--- src/rtl/exp_gain_apply.sv ---
// Applies the 1.8 fixed-point exposure gain to an RGB pixel stream, delaying pixels to align with the curve stage.
// Optional per-frame clipped-pixel statistics are built when CLIP_STAT_EN is defined.
module exp_gain_apply #(
    parameter int DW_PIX    = 8,
    parameter int DW_Y      = 9,
    parameter int CURVE_LAT = 2
`ifdef CLIP_STAT_EN
    , parameter int DW_CNT  = 22
`endif
) (
    input  logic              clk,
    input  logic              rst,
    input  logic              in_vld,
    input  logic              in_sof,
    input  logic              in_eol,
    input  logic [DW_PIX-1:0] in_r,
    input  logic [DW_PIX-1:0] in_g,
    input  logic [DW_PIX-1:0] in_b,
    input  logic [DW_Y-1:0]   gain,
    input  logic              bypass,
    output logic              out_vld,
    output logic              out_sof,
    output logic              out_eol,
    output logic [DW_PIX-1:0] out_r,
    output logic [DW_PIX-1:0] out_g,
    output logic [DW_PIX-1:0] out_b,
    output logic              out_clip
`ifdef CLIP_STAT_EN
    ,
    output logic [DW_CNT-1:0] frame_clip_cnt,
    output logic              frame_clip_vld
`endif
);

    localparam int FRAC = DW_Y - 1;
    localparam int PW   = DW_PIX + DW_Y;
    localparam logic [PW-1:0]        RND     = {{(PW-1){1'b0}}, 1'b1} << (FRAC - 1);
    localparam logic [PW-FRAC-1:0]   PIX_MAX = {1'b0, {DW_PIX{1'b1}}};

    logic [CURVE_LAT-1:0] d_vld, d_sof, d_eol;
    logic [DW_PIX-1:0]    d_r [CURVE_LAT];
    logic [DW_PIX-1:0]    d_g [CURVE_LAT];
    logic [DW_PIX-1:0]    d_b [CURVE_LAT];

    // Framing flags are qualified on entry so invalid slots never carry stale sof/eol.
    always_ff @(posedge clk or posedge rst) begin
        if (rst) begin
            d_vld <= '0;
            d_sof <= '0;
            d_eol <= '0;
            for (int i = 0; i < CURVE_LAT; i++) begin
                d_r[i] <= '0;
                d_g[i] <= '0;
                d_b[i] <= '0;
            end
        end else begin
            d_vld[0] <= in_vld;
            d_sof[0] <= in_vld & in_sof;
            d_eol[0] <= in_vld & in_eol;
            d_r[0]   <= in_r;
            d_g[0]   <= in_g;
            d_b[0]   <= in_b;
            for (int i = 1; i < CURVE_LAT; i++) begin
                d_vld[i] <= d_vld[i-1];
                d_sof[i] <= d_sof[i-1];
                d_eol[i] <= d_eol[i-1];
                d_r[i]   <= d_r[i-1];
                d_g[i]   <= d_g[i-1];
                d_b[i]   <= d_b[i-1];
            end
        end
    end

    logic [PW-1:0] prod_r, prod_g, prod_b;

    always_comb begin
        prod_r = PW'(d_r[CURVE_LAT-1]) * PW'(gain);
        prod_g = PW'(d_g[CURVE_LAT-1]) * PW'(gain);
        prod_b = PW'(d_b[CURVE_LAT-1]) * PW'(gain);
    end

    logic              m_vld, m_sof, m_eol, m_byp;
    logic [PW-1:0]     m_rnd_r, m_rnd_g, m_rnd_b;
    logic [DW_PIX-1:0] m_pix_r, m_pix_g, m_pix_b;

    always_ff @(posedge clk or posedge rst) begin
        if (rst) begin
            m_vld   <= 1'b0;
            m_sof   <= 1'b0;
            m_eol   <= 1'b0;
            m_byp   <= 1'b0;
            m_rnd_r <= '0;
            m_rnd_g <= '0;
            m_rnd_b <= '0;
            m_pix_r <= '0;
            m_pix_g <= '0;
            m_pix_b <= '0;
        end else begin
            m_vld   <= d_vld[CURVE_LAT-1];
            m_sof   <= d_sof[CURVE_LAT-1];
            m_eol   <= d_eol[CURVE_LAT-1];
            m_byp   <= bypass;
            m_rnd_r <= prod_r + RND;
            m_rnd_g <= prod_g + RND;
            m_rnd_b <= prod_b + RND;
            m_pix_r <= d_r[CURVE_LAT-1];
            m_pix_g <= d_g[CURVE_LAT-1];
            m_pix_b <= d_b[CURVE_LAT-1];
        end
    end

    logic [PW-FRAC-1:0] res_r, res_g, res_b;
    logic               clip_r, clip_g, clip_b;
    logic [DW_PIX-1:0]  sat_r, sat_g, sat_b;

    always_comb begin
        res_r  = m_rnd_r[PW-1:FRAC];
        res_g  = m_rnd_g[PW-1:FRAC];
        res_b  = m_rnd_b[PW-1:FRAC];
        clip_r = res_r > PIX_MAX;
        clip_g = res_g > PIX_MAX;
        clip_b = res_b > PIX_MAX;
        sat_r  = clip_r ? {DW_PIX{1'b1}} : res_r[DW_PIX-1:0];
        sat_g  = clip_g ? {DW_PIX{1'b1}} : res_g[DW_PIX-1:0];
        sat_b  = clip_b ? {DW_PIX{1'b1}} : res_b[DW_PIX-1:0];
    end

    // Pixel data holds its last value across gaps; flags are forced low.
    always_ff @(posedge clk or posedge rst) begin
        if (rst) begin
            out_vld  <= 1'b0;
            out_sof  <= 1'b0;
            out_eol  <= 1'b0;
            out_clip <= 1'b0;
            out_r    <= '0;
            out_g    <= '0;
            out_b    <= '0;
        end else begin
            out_vld  <= m_vld;
            out_sof  <= m_vld & m_sof;
            out_eol  <= m_vld & m_eol;
            out_clip <= m_vld & ~m_byp & (clip_r | clip_g | clip_b);
            if (m_vld) begin
                out_r <= m_byp ? m_pix_r : sat_r;
                out_g <= m_byp ? m_pix_g : sat_g;
                out_b <= m_byp ? m_pix_b : sat_b;
            end
        end
    end

`ifdef CLIP_STAT_EN
    localparam logic [DW_CNT-1:0] CNT_MAX = {DW_CNT{1'b1}};

    logic [DW_CNT-1:0] clip_acc;

    // A new frame restarts the count with its own first pixel's clip bit.
    always_ff @(posedge clk or posedge rst) begin
        if (rst) begin
            clip_acc       <= '0;
            frame_clip_cnt <= '0;
            frame_clip_vld <= 1'b0;
        end else begin
            frame_clip_vld <= 1'b0;
            if (out_vld && out_sof) begin
                frame_clip_cnt <= clip_acc;
                frame_clip_vld <= 1'b1;
                clip_acc       <= DW_CNT'(out_clip);
            end else if (out_vld && out_clip && clip_acc != CNT_MAX) begin
                clip_acc <= clip_acc + DW_CNT'(1);
            end
        end
    end
`endif

endmodule

--- config.mk ---
export PLATFORM = sky130hd
export DESIGN_NAME = exp_gain_apply
export DESIGN_NICKNAME = d
export VERILOG_FILES = /design/src/rtl/exp_gain_apply.sv
export SDC_FILE = /design/constraint.sdc
export NUM_CORES = 1
export LEC_CHECK = 0
export CORE_MARGIN = 4
export CORE_UTILIZATION = 30
export DETAILED_ROUTE_END_ITERATION = 7
export PLACE_DENSITY = 0.45
export SLEW_MARGIN = 20
export SYNTH_ARGS = -nofsm -noshare
export SYNTH_HDL_FRONTEND = slang
export SYNTH_SLANG_ARGS = --single-unit
--- constraint.sdc ---
create_clock -name clk -period 5.4 [get_ports clk]
set_input_delay 0.54 -clock clk [delete_from_list [all_inputs] [get_ports clk]]
set_output_delay 0.54 -clock clk [all_outputs]
set_load 0.005 [all_outputs]
* Word level (Yosys, flattened, before mapping) *
Cells that the tools add are included.
W data, S select, Z words.

operators by class
  reductions and logical operators = 0
  equality and inequality tests = 0
  order comparisons = 3
  multiply operators = 3
  bitwise gates (word level) = 9
  add/subtract/negate cells = 3
  multiplexer cells = 6
  shift operators = 0
  div/mod/pow operators = 0

operator list
  operator                 number
  $add A17 B8 Y17 const B  3
  $mul A8 B9 Y17           3
  $mux W8                  6
  $gt A9 B8 Y1 const B     3
  $and A1 B1 Y1            6
  $or A1 B1 Y1             2
  $not A1 Y1               1

word-level totals
  bits of input ports = 39
  bits in read-only memories = 0
  flip-flop bits (word level) = 161
  memories = 0
  bits in latches = 0
  RAM bits = 0

* Depth between registers and ports, before layout *
Gate-level depths: netlist (run 1).

  depth after elaboration = 4
  mapped depth = 17

* Least setup slack after synthesis (run 1) *
Ideal clock, no wire load.

  path type = input-to-reg
  start point = in gain[2]
  end point = reg m_rnd_g[16]
  required time = 5275 ps
  setup slack = 946 ps
  data arrival time = 4329 ps
  cell stages on the path = 15
  library setup time = 125 ps
  path through = clkbuf_1 > and2_1 > fa_1 > fa_1 > fa_1 > inv_1 > fa_1 > inv_1 > ha_1 > a21oi_1 > nor2_1 > a211oi_1 > o21ai_1 > a221o_1 > xnor2_1

between the ends
  word-level cells in the longest chain between the ends = 2

ends and longest elaborated chain
  what                    line  RTL
  start: declaration      19    input logic [DW_Y-1:0] gain,
  $mul A8 B9 Y17          78    prod_g = PW'(d_g[CURVE_LAT-1]) * PW'(gain);
  $add A17 B8 Y17         104   m_rnd_g <= prod_g + RND;
  end signal: assignment  104
  end: declaration        83    logic [PW-1:0] m_rnd_r, m_rnd_g, m_rnd_b;

Every way passes these cells.
A chain may end at the register's enable or synchronous reset.

* Final worst setup path (run 1) *
  start point = in gain[5]
  end point = reg m_rnd_b[16]

between the ends
  word-level cells in the longest chain between the ends = 2

ends and longest elaborated chain
  what                    line  RTL
  $mul A8 B9 Y17          79    prod_b = PW'(d_b[CURVE_LAT-1]) * PW'(gain);
  $add A17 B8 Y17         105   m_rnd_b <= prod_b + RND;
  end signal: assignment  105
  end: declaration        83

Every way passes these cells.

==> results.md, run 1 <==
* Status: finished clean
* Final ANT Viol Nets at 0
* 1st-pass router iterations at 4
* FILL cells at between 3,000 and 4,000
* Logic gate share of total power at between 40% and 50%
* H-tree Lvls at 4
* Fmax at 212 MHz
* Vias in the first global route at between 7,000 and 8,000
* Clock network fraction of total power at 26.4%
* Mean post-synth cell area at 10.7 sq um
* Synthesis-to-finish area growth at 18.2%
* M2 GR Usage at between 20% and 30%
* Placed cells at about 1,500
* GPL Wtd Cong at just under 0.8
* Die Y at just under 200 um
* Power, Total at between 4 and 5 mW
* Layout Cells excl Fill at between 1,500 and 2,000
* Overall global routing resource usage at a little over an eighth
* Worst-path fanout max at 24
* Die Width at between 150 and 200 um
* Reg-to-reg endpoint: m_rnd_b[16]
* Asr flop ratio synth at between 90% and 100%
* First-pass GRT wire length at 40,800 um
* Num ports at 67
* WP data required at around 5.8 ns
* Vias/cell at roughly 4.4
* Main synth FF type: dfrtp_1
* Share of cells above drive strength 1 at about 5.4%
* Post-CTS setup buffer count at 0
* Pint at approximately 2.9 mW
* CP peak stage delay at 0.51 ns
* Net count, final at between 1,000 and 1,500
* Leak pwr at around 6 nW
* Adder-Cell Fraction of Synth Area at 37.1%
* Clk root buf: clkbuf_16
* DRT iter0 DRCs at roughly 170
* Final cycle utilization of the critical path at just under 90%
* VDD IR max at 0.169 mV
* CP endpoint kind: register
* RSZ-0062 raised after global routing: false
* Post-synth EDFFs at 0
* Hold Path Class: reg2reg
* Register area share after synthesis at 32.4%
* Hold-critical path depth at 0
* Yosys reg bits at 137
* MaxCap Viol Count at 0
* Placement Rows at between 60 and 70
* Mux share of post-synthesis cell area at less than 1%
* Minimum clock period at 4.71 ns
* Initial core utilization at a little under a third
* Die Area at 0.0383 sq mm
* Yosys warning total at 0
* # DRC at 0
* Final Hold Vio Count at 0
* WL/cell at ~15 um
* Final setup viols at 0
* Hold Startpoint: d_r[8]
* Initial antenna violation count at 1
* Switching power share of the total at between 30% and 40%
* Switching pwr at 1.67 mW
* Maximum buffer depth of the clock tree at 2
* DR vias at between 6,000 and 7,000
* Mapped Area at 0.0106 sq mm
* Critical Path, Cell by Cell: clkdlybuf4s50_1 -> buf_12 -> and2_1 -> fa_1 -> fa_1 -> fa_1 -> inv_1 -> fa_1 -> inv_1 -> ha_1 -> a21oi_1 -> o211ai_1 -> a41o_1 -> a311o_1 -> a21oi_2 -> xnor2_1
* Clock slew seen by the registers of the worst setup and hold paths at approximately 0.06 ns
* Setup TNS at 0 ns
* Slew headroom at between 40 and 50%
* Gate count after technology mapping at 991
* Power per Cell Area at around 370 mW/mm^2
* Register area at ~0.0034 sq mm
* WL final at around 24,000 um
* Crit-path slowest cell: clkdlybuf4s50_1
* Clk_lat worst skew at between 0.4 and 0.5 ns
* # hold bufs at CTS at 0
* Multi-input logic area at roughly 0.0064 sq mm
* Synth Area in XOR/XNOR at 2.07%
* Worst Reg-to-Reg Cells at 14
* Largest family of logic cells by synthesized area: adder cells
* Crit Path Category: in2reg
* Simple-gate area share of the yosys netlist at 13.9%
* Reg-to-Reg Start: d_b[5]
* Sequential share of power at 28.7%
* Post-DP HPWL at approximately 17,000 um
* I/O Buffers at 66
* Global Route met1 Usage at about a fifth
* Most used cell, CP: fa_1
* Post-CTS Resized at 0
* Global routing's busiest layer: met2
* Largest net degree at the start of global routing at 99
* Compound-Gate Fraction of Synth Area at between 6 and 7%
* Met3 Resource Use GR at a little under 2%
* Syn nets at 1,270
* Core ar. at about 0.035 sq mm
* Clock Skew at 0.0160 ns
* Slew Viols, Final at 0
* Arr. time, crit path at 5.05 ns
* Crit start category: primary input
* CTS Sinks at between 100 and 150
* FF-to-FF setup slack at slightly below 0.8 ns
* CTS Buf Count at 17
* Gr ovfl total at 0
* Yosys cell types at 45
* Worst-Margin Slew at between 0.8 and 0.9 ns
* WHS Endpoint: d_r[0]
* CTS tree: done
==> state kept, by name, indices dropped and copies added (netlist names), 2 cells and up <==
name,flops
d_r,16
d_g,16
d_sof,2
d_vld,2
out_b,8
m_rnd_g,9
m_rnd_r,9
out_g,8
out_r,8
m_rnd_b,9
m_pix_r,8
d_eol,2
m_pix_b,8
d_b,16
m_pix_g,8
==> cells in the final DEF, fill, tap and decap left out, types with 2 or more instances in the layout <==
master and instances:
o221ai_1 16, o31ai_1 3, nor2b_1 4, xor2_1 5, a21o_1 6, clkbuf_16 17
clkinv_2 2, inv_1 174, nor3_1 3, ha_1 117, clkinvlp_4 2, nand3_1 4
nand4_1 3, clkdlybuf4s50_1 66, o211ai_1 4, or2_2 3, a21oi_1 19, mux2_2 8
fa_1 123, clkinv_4 2, xnor2_1 20, and3_1 6, nand2_1 73, nor2_1 24
o21ai_0 30, o21a_1 5, bufinv_16 3, o21bai_1 2, inv_6 5, and2_1 152
a21boi_0 2, buf_12 7, buf_4 7, dfrtp_1 136
==> cell families after synthesis <==
family,after synthesis
AOI/OAI and AO/OA,102
xor gates and xnor gates,25
adders and majority gates,240
buffers and inverters,204
DFF,137
muxes,8
and+or+nand+nor,275
==> area by class of cell <==
| class | count | area share, % |
|---|---|---|
| clock inverter | 13 | 1.34 |
| multi-input combinational | 650 | 51.1 |
| antenna | 1 | 0.0200 |
| inverter | 176 | 5.32 |
| tap | 455 | 4.55 |
| sequential | 137 | 27.4 |
| clock buffer | 18 | 3.43 |
| timing repair buffer | 80 | 6.82 |
==> power by group through the flow <==
stage               clock [mW]  sequential (mW)  combinational [mW]
floorplan                    0             1.31                1.55
global placement             0             1.35                2.10
detailed placement           0             1.35                2.10
CTS                       1.27             1.33                2.13
global route              1.31             1.35                2.44
finish                    1.22             1.33                2.07
==> per-layer routing <==
| metal | routed length [um] | vias to the layer above |
|---|---|---|
| met5 | 0 | - |
| met1 | 11600 | 3408 |
| met3 | 479 | 12 |
| li1 | - | 3253 |
| met2 | 11200 | 52 |
| met4 | 255 | 0 |
==> worst max-delay path by stage <==
stage               startpoint     endpoint  slack, ns  cells after the start
finish                 gain[5]  m_rnd_b[16]       0.69                     16
detailed placement     gain[8]  m_rnd_b[16]       0.22                     16
global placement       gain[5]  m_rnd_b[16]       0.32                     16
CTS                    gain[8]  m_rnd_b[16]       0.69                     16
global route           gain[7]  m_rnd_g[13]       0.50                     17
floorplan              gain[2]  m_rnd_g[16]       0.95                     15
==> worst max-delay path, delay by kind of cell <==
kind / cells / cell delay, ns
buffers and inverters: 4 / 0.78
AO/OA/AOI/OAI: 5 / 1.17
XOR/XNOR: 1 / 0.12
AND/OR/NAND/NOR: 1 / 0.16
adder cells (fa/ha/maj): 5 / 2.25
==> synthesized netlist by cell type, drive strengths merged (2+ instances only) <==
master    n  share of area [%]
o21a      5               0.35
inv     175                6.2
and2    152                9.0
clkbuf   28               0.99
xnor2    20                1.7
o21ai    31                1.5
nand4     3               0.18
a21boi    2               0.14
o221ai   16                1.3
and3      6               0.35
o21bai    2               0.14
nor3      3               0.14
nand2    73                2.6
fa      123                 23
nor2b     4               0.24
nand3     4               0.19
mux2      8               0.85
xor2      5               0.41
o211ai    4               0.28
o31ai     3               0.21
dfrtp   137                 32
ha      117                 14
or2       3               0.18
nor2     24               0.85
a21o      6               0.43
a21oi    20               0.98
==> metrics by stage <==
step           instance area [sq um]  setup slack (ns)  hold slack (ns)  utilization (%)
3_3_place_gp                   11900             0.321            0.331             34.4
2_1_floorplan                  10600             0.946            0.331                -
3_5_place_dp                   11900             0.222            0.335             34.4
6_report                       12500             0.692            0.344             36.1
4_1_cts                        12500             0.687            0.342             36.1
5_1_grt                        12500             0.500            0.353             36.1
No activity file was read; power rests on OpenSTA's default activity.
==> run 2: changes to the inputs <==
SETUP_SLACK_MARGIN = 0.2   (was default)
clock period = 4.8 ns   (was 5.4 ns; I/O delays follow)
==> results.md, run 2 (same netlist as run 1, synthesis figures left out) <==
* 1st-pass router iterations at 4
* Multi-input logic area at 0.00641 sq mm
* Die Y at approximately 200 um
* Leak pwr at 6.43 nW
* First-pass GRT wire length at 40,600 um
* Clock network fraction of total power at 25.9%
* CTS Sinks at between 100 and 150
* Initial antenna violation count at 0
* Setup TNS at 0 ns
* VDD IR max at between 0.2 and 0.3 mV
* Die Area at 0.0383 sq mm
* Num ports at 67
* H-tree Lvls at 4
* Clock slew seen by the registers of the worst setup and hold paths at about 0.06 ns
* Util after Layout at a little under two fifths
* Die Width at about 200 um
* Slew headroom at between 40% and 50%
* Worst-Margin Slew at between 0.8 and 0.9 ns
* Largest regs: d_b x16, d_g x16, d_r x16
* Minimum clock period at 4.42 ns
* # hold bufs at CTS at 0
* Sequential share of power at roughly a quarter
* Crit Path Category: in2reg
* # DRC at 0
* Pint at ~3.7 mW
* Largest net degree at the start of global routing at 80
* Clk root buf: clkbuf_16
* CP endpoint kind: register
* Maximum buffer depth of the clock tree at 2
* Net count, final at roughly 1,400
* Worst-path fanout max at 22
* Final Hold Vio Count at 0
* Fmax at roughly 230 MHz
* Core ar. at 0.0346 sq mm
* Post-CTS setup buffer count at 0
* Logic gate share of total power at between 40% and 50%
* Overall global routing resource usage at between 10% and 20%
* Placed cells at ~1,500
* Vias in the first global route at between 7,000 and 8,000
* WP data required at approximately 5.2 ns
* Ant diodes at 0
* DR vias at 6,911
* Slew Viols, Final at 0
* Initial core utilization at a little under a third
* I/O Buffers at between 60 and 70
* Clk_lat worst skew at roughly 0.44 ns
* Clock Skew at roughly 0.014 ns
* Final setup viols at 0
* Most common cell after layout, fill and taps aside: inv_1
* Crit start category: primary input
* Final cycle utilization of the critical path at 92.1%
* Register area at 0.00343 sq mm
* Vias/cell at between 4 and 5
* Hold WS at about 0.34 ns
* Arr. time, crit path at roughly 4.8 ns
* Layout Cells excl Fill at roughly 1,600
* Status: finished clean
* WL final at between 20,000 and 25,000 um
* Most frequent cells in the layout: inv_1 (174), and2_1 (152), dfrtp_1 (136)
* Switching power share of the total at 34.8%
* Synthesis-to-finish area growth at 22.6%
* GPL Wtd Cong at between 0.7 and 0.8
* RSZ-0062 raised after global routing: true
* Switching pwr at slightly below 2 mW
* Final ANT Viol Nets at 0
* CTS Buf Count at 17
* MaxCap Viol Count at 0
* Share of cells above drive strength 1 at 10.3%
* Placement Rows at between 60 and 70
* Hold Path Class: reg2reg
* WL/cell at 15.3 um
* Post-CTS Resized at 0
* Power per Cell Area at 432 mW/mm^2
* DRT iter0 DRCs at ~230
* FILL cells at ~3,400
* Gr ovfl total at 0
* Post-DP HPWL at 18,100 um
* CTS tree: done
## run 2: changes by cell type in the layout (fill, tap and decap cells not counted), moves of 2 or more
cell,change
clkinv_4,-2
clkbuf_8,+2
buf_4,+49
o21ai_2,+2
buf_12,+2
## run 2: layout make-up
type,count,share of cell area [%]
clock buffers,19,3.49
flip-flops and latches,137,26.4
multi-input cells,650,49.4
repair buffers,131,9.72
clock inverters,13,1.47
well taps,455,4.39
inverters,176,5.13
## run 2: per-stage QoR
stage	setup slack (ns)	power [mW]	instance area [sq um]
2_1_floorplan	0.406	3.21	10600
3_3_place_gp	-0.177	4.19	12300
3_5_place_dp	-0.229	4.18	12300
4_1_cts	0.235	5.69	13000
5_1_grt	0.162	6.14	13000
6_report	0.377	5.61	13000
## run 2: routing by layer
metal	wire length [um]	track usage [%]	vias up	share of wire, %
met1	11600	18.6	3456	48
met4	443	4.37	0	1.8
met5	0	0	-	0
li1	-	-	3352	-
met2	11500	21.8	80	47
met3	639	2.22	23	2.6
## run 2: power by group through the flow
| stage | combinational, mW | sequential [mW] | clock [mW] |
|---|---|---|---|
| 6_report | 2.67 | 1.49 | 1.45 |
| 2_1_floorplan | 1.75 | 1.47 | 0 |
| 3_5_place_dp | 2.66 | 1.51 | 0 |
| 3_3_place_gp | 2.67 | 1.51 | 0 |
| 4_1_cts | 2.69 | 1.50 | 1.50 |
| 5_1_grt | 3.09 | 1.51 | 1.54 |
## run 2: critical path, cell delays in order
cell and delay [ns]:
clkdlybuf4s50_1 0.46, buf_12 0.19, and2_1 0.16, fa_1 0.56, fa_1 0.44, fa_1 0.50, inv_1 0.05, fa_1 0.47
inv_1 0.04, ha_1 0.30, a21oi_1 0.15, o211ai_1 0.14, a41o_1 0.23, a311o_1 0.31, a21oi_2 0.16, xnor2_1 0.12
## run 2: worst paths after layout
| kind | from | to | slack, ns | cells past startpoint |
|---|---|---|---|---|
| max | gain[6] | m_rnd_b[16] | 0.38 | 16 |
| min | d_sof[1] | m_sof | 0.34 | 0 |
| max reg2reg | d_b[2] | m_rnd_b[16] | 0.42 | 14 |
| min reg2reg | d_sof[1] | m_sof | 0.34 | 0 |
| max in group asynchronous | rst | m_vld | 3.35 | 3 |
| min in group asynchronous | rst | d_b[15] | 0.54 | 2 |
==> run 3: changes to the inputs <==
clock period = 4.1 ns   (was 4.8 ns; I/O delays follow)
==> results.md, run 3 (same netlist as run 1, synthesis figures left out) <==
* Largest regs: d_b x16, d_g x16, d_r x16
* Final ANT Viol Nets at 0
* DRT iter0 DRCs at about 180
* Synthesis-to-finish area growth at 35.6%
* WL final at roughly 26,000 um
* Largest net degree at the start of global routing at between 50 and 60
* Post-DP HPWL at between 15,000 and 20,000 um
* Clk_lat worst skew at approximately 0.44 ns
* Vias/cell at between 4 and 5
* Worst-Margin Slew at just over 0.9 ns
* Initial antenna violation count at 0
* Fmax at 241 MHz
* Slew headroom at 37.9%
* H-tree Lvls at 4
* Place WS at -0.846 ns
* CTS Sinks at about 140
* Slew Viols, Final at 0
* Overall global routing resource usage at 14.4%
* Crit-path leading delay family: adder cells
* Vias in the first global route at between 7,000 and 8,000
* Status: complete, but fails checks
* Final setup viols at 3
* Core ar. at approximately 0.035 sq mm
* CP endpoint kind: register
* Initial core utilization at a little under a third
* Logic gate share of total power at a little under three fifths
* Net count, final at 1,478
* Switching pwr at around 2.7 mW
* Most used cell, CP: fa_1
* # DRC at 0
* Hold WS at about 0.35 ns
* Ant diodes at 0
* Worst-path fanout max at 7
* WP data required at around 4.5 ns
* Arr. time, crit path at 4.50 ns
* Final Hold Vio Count at 0
* CTS tree: done
* VDD IR max at between 0.4 and 0.5 mV
* Most common cell after layout, fill and taps aside: inv_1
* Crit Path Category: reg2reg
* Crit-path slowest cell: fa_1
* Clk root buf: clkbuf_16
* MaxCap Viol Count at 0
* Clock slew seen by the registers of the worst setup and hold paths at roughly 0.060 ns
* WL/cell at between 15 and 20 um
* Gr ovfl total at 0
* Final cycle utilization of the critical path at 101%
* Leak pwr at 7.00 nW
* Minimum clock period at just over 4 ns
* Power per Cell Area at just over 500 mW/mm^2
* Critical path buffers and inverters at 2
* Die Y at roughly 200 um
* Clock Skew at approximately 0.012 ns
* Num ports at 67
* DR vias at between 7,000 and 8,000
* Die Width at roughly 200 um
* 1st-pass router iterations at 4
* Die Area at between 0.03 and 0.04 sq mm
* Most frequent cells in the layout: inv_1 (157), and2_1 (127), fa_1 (120)
* Clock network fraction of total power at 20.8%
* CP peak stage delay at around 0.54 ns
* Hold Path Class: reg2reg
* I/O Buffers at 66
* Util after Layout at 41.4%
* Pint at approximately 4.7 mW
* First-pass GRT wire length at around 43,000 um
* Share of cells above drive strength 1 at 27.0%
* GPL Wtd Cong at 0.750
* CTS Buf Count at 17
* Critical Path, Cell by Cell: and2_1 -> fa_1 -> fa_1 -> fa_1 -> inv_1 -> fa_1 -> inv_2 -> ha_4 -> o211ai_1 -> nor2_2 -> a41o_1 -> a311o_1 -> a21oi_2 -> xnor2_1
* Crit start category: register
* Setup ws final at -0.0419 ns
* Sequential share of power at 23.4%
* FF-to-FF setup slack at -0.04 ns
* Switching power share of the total at between 30 and 40%
* RSZ-0062 raised after global routing: true
* Maximum buffer depth of the clock tree at 2
* Placement Rows at 68
* Failing checks: setup timing
[run 3: cell count changes in the layout (fill, tap and decap cells not counted), moves of 17 or more]
cell,before,now
and2_1,152,127
dfrtp_2,1,21
inv_2,0,17
buf_4,56,118
ha_1,117,100
and2_4,0,25
dfrtp_1,136,116
inv_1,174,157
[run 3: worst paths after layout]
kind,cells past startpoint,start,endpoint
max,14,d_b[3],m_rnd_b[16]
min,0,d_b[14],d_b[6]
max reg2reg,14,d_b[3],m_rnd_b[16]
min reg2reg,0,d_b[14],d_b[6]
max in group asynchronous,3,rst,d_g[0]
min in group asynchronous,2,rst,m_pix_r[7]
[run 3: stage by stage]
stage	setup TNS, ns	area [sq um]	power [mW]	cells
after detailed placement	-15.20	12900	5.18	1596
after global routing	-1.32	14300	8.02	1667
final	-0.0754	14300	7.37	1667
after CTS	-0.0803	14000	7.13	1656
after floorplan	0	10900	3.99	991
after global placement	-14.91	12900	5.19	1596
[run 3: power by group through the flow]
stage | Sequential [mW] | Combinational, mW | Clock, mW
6_report | 1.73 | 4.11 | 1.53
5_1_grt | 1.76 | 4.61 | 1.65
4_1_cts | 1.73 | 3.80 | 1.59
3_5_place_dp | 1.76 | 3.43 | 0
3_3_place_gp | 1.76 | 3.43 | 0
2_1_floorplan | 1.72 | 2.27 | 0
[run 3: repair_timing]
item	4_1_cts	5_1_grt
gates cloned	6	0
buffers inserted	22	11
gates resized for setup	74	65
endpoints found under the setup margin	27	26
pin swaps	37	52
hold buffers	0	0
[run 3: final cells by class]
type	instances	area, sq um
Clock buffer	17	425
Multi-Input combinational cell	650	6910
Inverter	176	664
Fill cell	3376	20300
Tap cell	455	569
Sequential cell	137	3450
Timing Repair Buffer	217	2170
Clock inverter	15	158
[run 3: metal layers]
layer	routed length [um]	up-vias	track usage, %
met5	0	-	0
met4	308	0	3.98
met3	904	15	2.59
met2	13000	88	23.7
met1	12300	3705	19.7
li1	-	3533	-
